<file path="config.mk">
export PLATFORM = sky130hd
export DESIGN_NAME = compare_nbit_serial
export DESIGN_NICKNAME = d
export VERILOG_FILES = /design/src/rtl/compare_pkg.sv /design/src/rtl/compare_bit_step.sv /design/src/rtl/compare_nbit_serial.sv
export SDC_FILE = /design/constraint.sdc
export NUM_CORES = 1
export LEC_CHECK = 0
export ABC_AREA = 1
export CAP_MARGIN = 30
export CORE_MARGIN = 4
export CORE_UTILIZATION = 45
export DETAILED_ROUTE_END_ITERATION = 16
export MAX_ROUTING_LAYER = met4
export PLACE_DENSITY_LB_ADDON = 0.1
export SYNTH_ARGS = -nofsm -noshare
export SYNTH_HDL_FRONTEND = slang
export SYNTH_SLANG_ARGS = --single-unit
</file>
<file path="constraint.sdc">
create_clock -name clk -period 4 [get_ports clk]
set_input_delay 0.4 -clock clk [delete_from_list [all_inputs] [get_ports clk]]
set_output_delay 0.4 -clock clk [all_outputs]
set_load 0.03 [all_outputs]
</file>
<file path="src/rtl/compare_pkg.sv">
// Shared types for the serial magnitude comparator: FSM encoding, result flags
// and the default operand width.
package compare_pkg;

    localparam int unsigned CMP_WIDTH_DEFAULT = 5;

    typedef enum logic [1:0] {
        ST_IDLE = 2'd0,
        ST_SCAN = 2'd1,
        ST_DONE = 2'd2
    } cmp_state_t;

    typedef struct packed {
        logic greater;
        logic equal;
        logic smaller;
    } cmp_result_t;

    localparam cmp_result_t RES_NONE = '{greater: 1'b0, equal: 1'b0, smaller: 1'b0};
    localparam cmp_result_t RES_GT   = '{greater: 1'b1, equal: 1'b0, smaller: 1'b0};
    localparam cmp_result_t RES_EQ   = '{greater: 1'b0, equal: 1'b1, smaller: 1'b0};
    localparam cmp_result_t RES_LT   = '{greater: 1'b0, equal: 1'b0, smaller: 1'b1};

endpackage

</file>
<file path="src/rtl/compare_bit_step.sv">
// Single-bit decision of the serial comparator: do the bits differ, and if so
// is A the larger operand (the sign bit flips the sense in signed mode).
module compare_bit_step (
    input  logic i_bit_a,
    input  logic i_bit_b,
    input  logic i_is_msb,
    input  logic i_signed_mode,
    output logic o_differ_c,
    output logic o_a_gt_c
);

    always_comb begin
        o_differ_c = i_bit_a ^ i_bit_b;
        o_a_gt_c   = (i_is_msb && i_signed_mode) ? i_bit_b : i_bit_a;
    end

endmodule

</file>
<file path="src/rtl/compare_nbit_serial.sv">
// Serial MSB-first comparator of two captured operands, one bit per cycle,
// terminating early on the first differing bit.
module compare_nbit_serial
    import compare_pkg::*;
#(
    parameter int unsigned CMP_WIDTH = CMP_WIDTH_DEFAULT
) (
    input  logic                 clk,
    input  logic                 reset,
    input  logic                 start,
    input  logic                 signed_mode,
    input  logic [CMP_WIDTH-1:0] a,
    input  logic [CMP_WIDTH-1:0] b,
    output logic                 busy,
    output logic                 done,
    output logic                 greater,
    output logic                 equal,
    output logic                 smaller
);

    localparam int unsigned IDX_W = $clog2(CMP_WIDTH);

    cmp_state_t           r_state;
    logic [IDX_W-1:0]     r_idx;
    logic [CMP_WIDTH-1:0] r_a;
    logic [CMP_WIDTH-1:0] r_b;
    logic                 r_signed;
    cmp_result_t          r_res;
    logic                 r_busy;
    logic                 r_done;

    cmp_state_t           w_state_next;
    logic [IDX_W-1:0]     w_idx_next;
    logic [CMP_WIDTH-1:0] w_a_next;
    logic [CMP_WIDTH-1:0] w_b_next;
    logic                 w_signed_next;
    cmp_result_t          w_res_next;
    logic                 w_is_msb;
    logic                 w_differ;
    logic                 w_a_gt;

    assign w_is_msb = (r_idx == IDX_W'(CMP_WIDTH - 1));

    compare_bit_step u_bit_step (
        .i_bit_a       (r_a[r_idx]),
        .i_bit_b       (r_b[r_idx]),
        .i_is_msb      (w_is_msb),
        .i_signed_mode (r_signed),
        .o_differ_c    (w_differ),
        .o_a_gt_c      (w_a_gt)
    );

    // State, captured operands and results; busy/done registered from next state
    always_ff @(posedge clk) begin
        if (reset) begin
            r_state  <= ST_IDLE;
            r_idx    <= '0;
            r_a      <= '0;
            r_b      <= '0;
            r_signed <= 1'b0;
            r_res    <= RES_NONE;
            r_busy   <= 1'b0;
            r_done   <= 1'b0;
        end else begin
            r_state  <= w_state_next;
            r_idx    <= w_idx_next;
            r_a      <= w_a_next;
            r_b      <= w_b_next;
            r_signed <= w_signed_next;
            r_res    <= w_res_next;
            r_busy   <= (w_state_next == ST_SCAN);
            r_done   <= (w_state_next == ST_DONE);
        end
    end

    // Next-state, capture and decision logic
    always_comb begin
        w_state_next  = r_state;
        w_idx_next    = r_idx;
        w_a_next      = r_a;
        w_b_next      = r_b;
        w_signed_next = r_signed;
        w_res_next    = r_res;

        case (r_state)
            ST_IDLE, ST_DONE: begin
                if (start) begin
                    w_state_next  = ST_SCAN;
                    w_idx_next    = IDX_W'(CMP_WIDTH - 1);
                    w_a_next      = a;
                    w_b_next      = b;
                    w_signed_next = signed_mode;
                end else begin
                    w_state_next = ST_IDLE;
                end
            end
            ST_SCAN: begin
                if (w_differ) begin
                    w_state_next = ST_DONE;
                    w_res_next   = w_a_gt ? RES_GT : RES_LT;
                end else if (r_idx == '0) begin
                    w_state_next = ST_DONE;
                    w_res_next   = RES_EQ;
                end else begin
                    w_idx_next = r_idx - IDX_W'(1);
                end
            end
            default: begin
                w_state_next = ST_IDLE;
            end
        endcase
    end

    assign busy    = r_busy;
    assign done    = r_done;
    assign greater = r_res.greater;
    assign equal   = r_res.equal;
    assign smaller = r_res.smaller;

endmodule

</file>
### After elaboration in Yosys (flattened, before gate mapping)

Cells that the tools add are included.
Widths: inputs -> output; s select.

* bits in registers: 21
* bits of input ports: 14
* output and inout bits: 5
* logic and storage cells: 46

* $add $sub $neg: 1
* $lt $le $gt $ge: 1
* equality and inequality tests: 8
* muxes and demuxes: 16
* bitwise logic cells: 1
* reduce and logical (&&, ||, !) cells: 9

Operators by type and width (count)
* $mux 3: 6
* $bmux 1 s3: 2
* $ne 2x2->1 const B: 3
* $pmux 3 s2: 1
* $eq 2x1->1 const B: 2
* $eq 2x2->1 const B: 2
* $lt 3x4->1 const B: 1
* $mux 1: 4
* $mux 2: 2
* $pmux 2 s2: 1
* $reduce_and 2->1: 2
* $reduce_and 4->1: 1
* $reduce_bool 2->1: 2
* $eq 3x3->1 const B: 1
* $logic_not 3->1: 1
* $sub 3x1->3 const B: 1
* $logic_not 2->1: 1
* $reduce_or 2->1: 1
* $logic_and 1x1->1: 1
* $xor 1x1->1: 1

### Depth between registers and ports, before layout

* depth in word-level cells: 6
* mapped depth: 12

### Cells and area by module

From an unflattened synthesis, not the netlist that was laid out.

* cells, all modules: 137
* area, all modules: 983.4 um2

Modules (own cells, without submodules)
* compare_nbit_serial: instances 1, cells an instance 129, area an instance 952.2 um2, seq. area each 420.4 um2
* compare_bit_step: instances 1, cells an instance 8, area an instance 31.3 um2, seq. area each 0.0 um2

### Worst setup path before layout

Ideal clock, no wire load.

* path kind: register -> register
* start point: register r_idx[2]
* end point: register r_res, in the netlist greater
* library setup time: 66 ps
* arrival: 1284 ps
* data required time: 3934 ps
* slack: 2650 ps
* stages on the path, launching flop included: 9
* buffers on the path: 1
* cells stage by stage: dfxtp_1 -> clkbuf_1 -> nand4_1 -> nand2_2 -> inv_2 -> nand2_2 -> nand3_4 -> or2_1 -> a21oi_2

* word-level cells in the longest chain between the ends: 5
* elaborated cells on any way between the ends: 13

RTL lines
* start, declared: RTL line compare_nbit_serial.sv:24 `logic [IDX_W-1:0] r_idx;`
* start signal, assigned: RTL line compare_nbit_serial.sv:66 `r_idx <= w_idx_next;`
* $bmux 1 s3 (tied with other cells): RTL line compare_nbit_serial.sv:45 `.i_bit_a (r_a[r_idx]),`
* $mux 1 (implied by the code) (tied with other cells): RTL line compare_nbit_serial.sv:45
* $mux 1 or $xor 1x1->1 (tied branches): RTL line compare_bit_step.sv:14, compare_bit_step.sv:13
* $mux 3 or $reduce_bool 2->1 (tied branches)
* $mux 3 or $reduce_and 2->1 (tied branches)
* end signal, assigned: RTL line compare_nbit_serial.sv:70 `r_res <= w_res_next;`
* end, declared: RTL line compare_nbit_serial.sv:28 `cmp_result_t r_res;`

Several ways; a longest one is shown, not always the timed one. The select of a mux whose other input is x is not followed.
A chain may end at the register's enable or synchronous reset.

### Worst setup path after layout

* start point: register r_done (netlist: done)
* end point: output done

RTL lines
* start, declared: RTL line compare_nbit_serial.sv:30 `logic r_done;`
* start signal, assigned: RTL line compare_nbit_serial.sv:72 `r_done <= (w_state_next == ST_DONE);`
* end, declared: RTL line compare_nbit_serial.sv:15 `output logic done,`

No word-level cell between the ends.

==> flow_summary.json <==
{
  "status": "finished clean",
  "ant_nets": 0,
  "stdcell_count": 176,
  "cellLeakagePower_nw": 0.511,
  "die_y_um": 53.8,
  "ys_seq_elements": 21,
  "ios": 19,
  "p_sw_frac": 0.392,
  "antenna_cells": 0,
  "maxCapViolCount": 0,
  "worstPathRequired_ns": 3.60,
  "dpl_cell_area_um2": 1140,
  "p_total_uw": 626,
  "syn_inst": 131,
  "crit_type": "reg -> out",
  "post-route-drc-count": 0,
  "reg2reg_from": "r_idx[0]",
  "regArea_um2": 420,
  "synth_area_leaders": "dfxtp_1, nor2_1, nand2_1, nand3_1, o21ai_0",
  "critical_path.max_fanout": 1,
  "start_util": 0.477,
  "clock_latency_ns": 0.31,
  "skew_ns": 0.00771,
  "max_slew_margin": 0.714,
  "grt_pass1_vias": 809,
  "hold_viol_final": 0,
  "netlist_area_um2": 946,
  "clkSinkCount": 21,
  "drive_gt1_frac": 0.107,
  "overflow": 0,
  "yosysWarnings": 0,
  "grt_pass1_wl_um": 3260,
  "async_flop_share": 0,
  "core_um2": 1980,
  "worstMarginPinSlew_ns": 0.428,
  "synth.most_common_cell": "nor2_1",
  "worst_path_max_delay_cell": "clkdlybuf4s50_1",
  "clock_path_buffers": 2,
  "synth_common_cells": "nor2_1, dfxtp_1, nand2_1",
  "p_seq_frac": 0.435,
  "grt_setup_unrepaired": "false",
  "cts_setup_buffers": 0,
  "hpwlAfterDp_um": 1460,
  "cts.htree.levels": 1,
  "cp_num_buf_inv": 1,
  "reg2reg_slack_ns": 2.46,
  "synth_edf_count": 0,
  "p_sw_uw": 245,
  "crit_path_start": "done",
  "maxSlewViolCount": 0,
  "clockRootBuffer": "clkbuf_4",
  "setup_viol": 0,
  "powerDensity_nw_per_um2": 534,
  "gp_congestion": 0.839,
  "grt_max_degree": 16,
  "fin_area_um2": 1170,
  "cts-buffers-inserted": 3,
  "finalSetupTns_ns": 0,
  "cts_hold_buffers": 0,
  "power_frac_clock": 0.162,
  "cts.repair.resized": 0,
  "clock.fmax_mhz": 578,
  "ys_dominant_reg_cell": "dfxtp_1",
  "synth_top_area_cell": "dfxtp_1",
  "areaGrowthSynthToFinish_pct": 23.9,
  "cp_top_family": "buffers and inverters",
  "synth_nets": 147,
  "dp_cells": 172,
  "max_stage_delay_ns": 0.68,
  "vias": 852,
  "p_int_uw": 380,
  "crit_chain": "clkdlybuf4s50_1",
  "avgSynthCellArea_um2": 7.22,
  "start_kind": "register",
  "fin_nets": 166,
  "dr.pass1.iters": 4,
  "cp_data_arrival_time_ns": 1.33,
  "hold_class": "reg -> reg",
  "synth_cell_types": 20,
  "fill_cells": 198,
  "rows": 16,
  "vias_per_cell": 4.84,
  "multiInputGateArea_um2": 462,
  "track_usage": 0.162,
  "ys_seq_area_frac": 0.444,
  "min_period_ns": 1.73,
  "post-route-period-util": 0.432,
  "die_w_um": 53.8,
  "drt_iter0_markers": 10,
  "worst_setup_path_end_kind": "output port",
  "portBuffers": 18,
  "cts_tree": "yes",
  "peakVddDrop_mv": 0.255,
  "pwr-share-comb": 0.404,
  "finalWirelength_um": 1910,
  "fp.dieArea_um2": 2900,
  "min_from": "smaller",
  "wl_per_cell_um": 10.8,
  "synthDominantCellAreaShare": 0.444,
  "antenna_found_initial": 0,
  "cts.reportedPaths.clkPinSlew_ns": 0.12
}
==> cell families after synthesis <==
kind of cell	synth area share
compound gates	0.0913
xor+xnor	0.00926
mux	0.0106
flops	0.444
fa+ha+maj	0.0265
buf+inv	0.0674
simple gates	0.351
==> routing by layer <==
metal | vias to the layer above | global-route usage | routed length, um
met5 | - | - | 0
met3 | 4 | 0.0332 | 86
met4 | 0 | 0.115 | 27
met1 | 378 | 0.178 | 832
li1 | 456 | - | -
met2 | 14 | 0.258 | 959
==> power groups by stage <==
stage | Sequential (mW) | Combinational, mW | Clock [mW]
4_1_cts | 0.273 | 0.255 | 0.105
2_1_floorplan | 0.290 | 0.171 | 0
3_3_place_gp | 0.277 | 0.247 | 0
3_5_place_dp | 0.277 | 0.254 | 0
5_1_grt | 0.277 | 0.287 | 0.114
6_report | 0.272 | 0.253 | 0.101
==> cells in the final DEF (no fill, tap or decap), drive strengths merged <==
cell type       n
clkinv          1
inv            13
clkdlybuf4s50  18
dfxtp          21
nand4           5
mux2i           1
nand3          12
nand2          20
o21ai          11
or2             2
clkbuf          3
ha              2
o211ai          1
a21oi           4
xor2            1
nor2           34
==> area by class of cell <==
cell class	count	share of cell area
sequential	21	0.359
clock inverter	1	0.00427
inverter	13	0.0416
timing repair buffer	18	0.154
tap	27	0.0288
multi-input combinational	93	0.394
clock buffer	3	0.0192
==> sequential cells by signal (all words and copies together), names as in the netlist <==
name	count
r_a	5
r_b	5
r_idx	3
r_state	2
busy	1
done	1
equal	1
greater	1
r_signed	1
smaller	1
==> metrics by stage <==
stage	setup slack, ns	hold slack (ns)	utilization
2_1_floorplan	2.65	0.454	-
3_3_place_gp	2.29	0.471	0.578
3_5_place_dp	2.25	0.476	0.578
4_1_cts	2.25	0.494	0.592
5_1_grt	2.21	0.522	0.592
6_report	2.27	0.489	0.592
==> final timing paths <==
| path | to | depth (start not counted) |
|---|---|---|
| worst max-delay path | done | 1 |
| worst min-delay path | smaller | 2 |
| worst max register to register | greater | 9 |
| worst min register to register | smaller | 2 |
(Power assumes the default switching activity.)
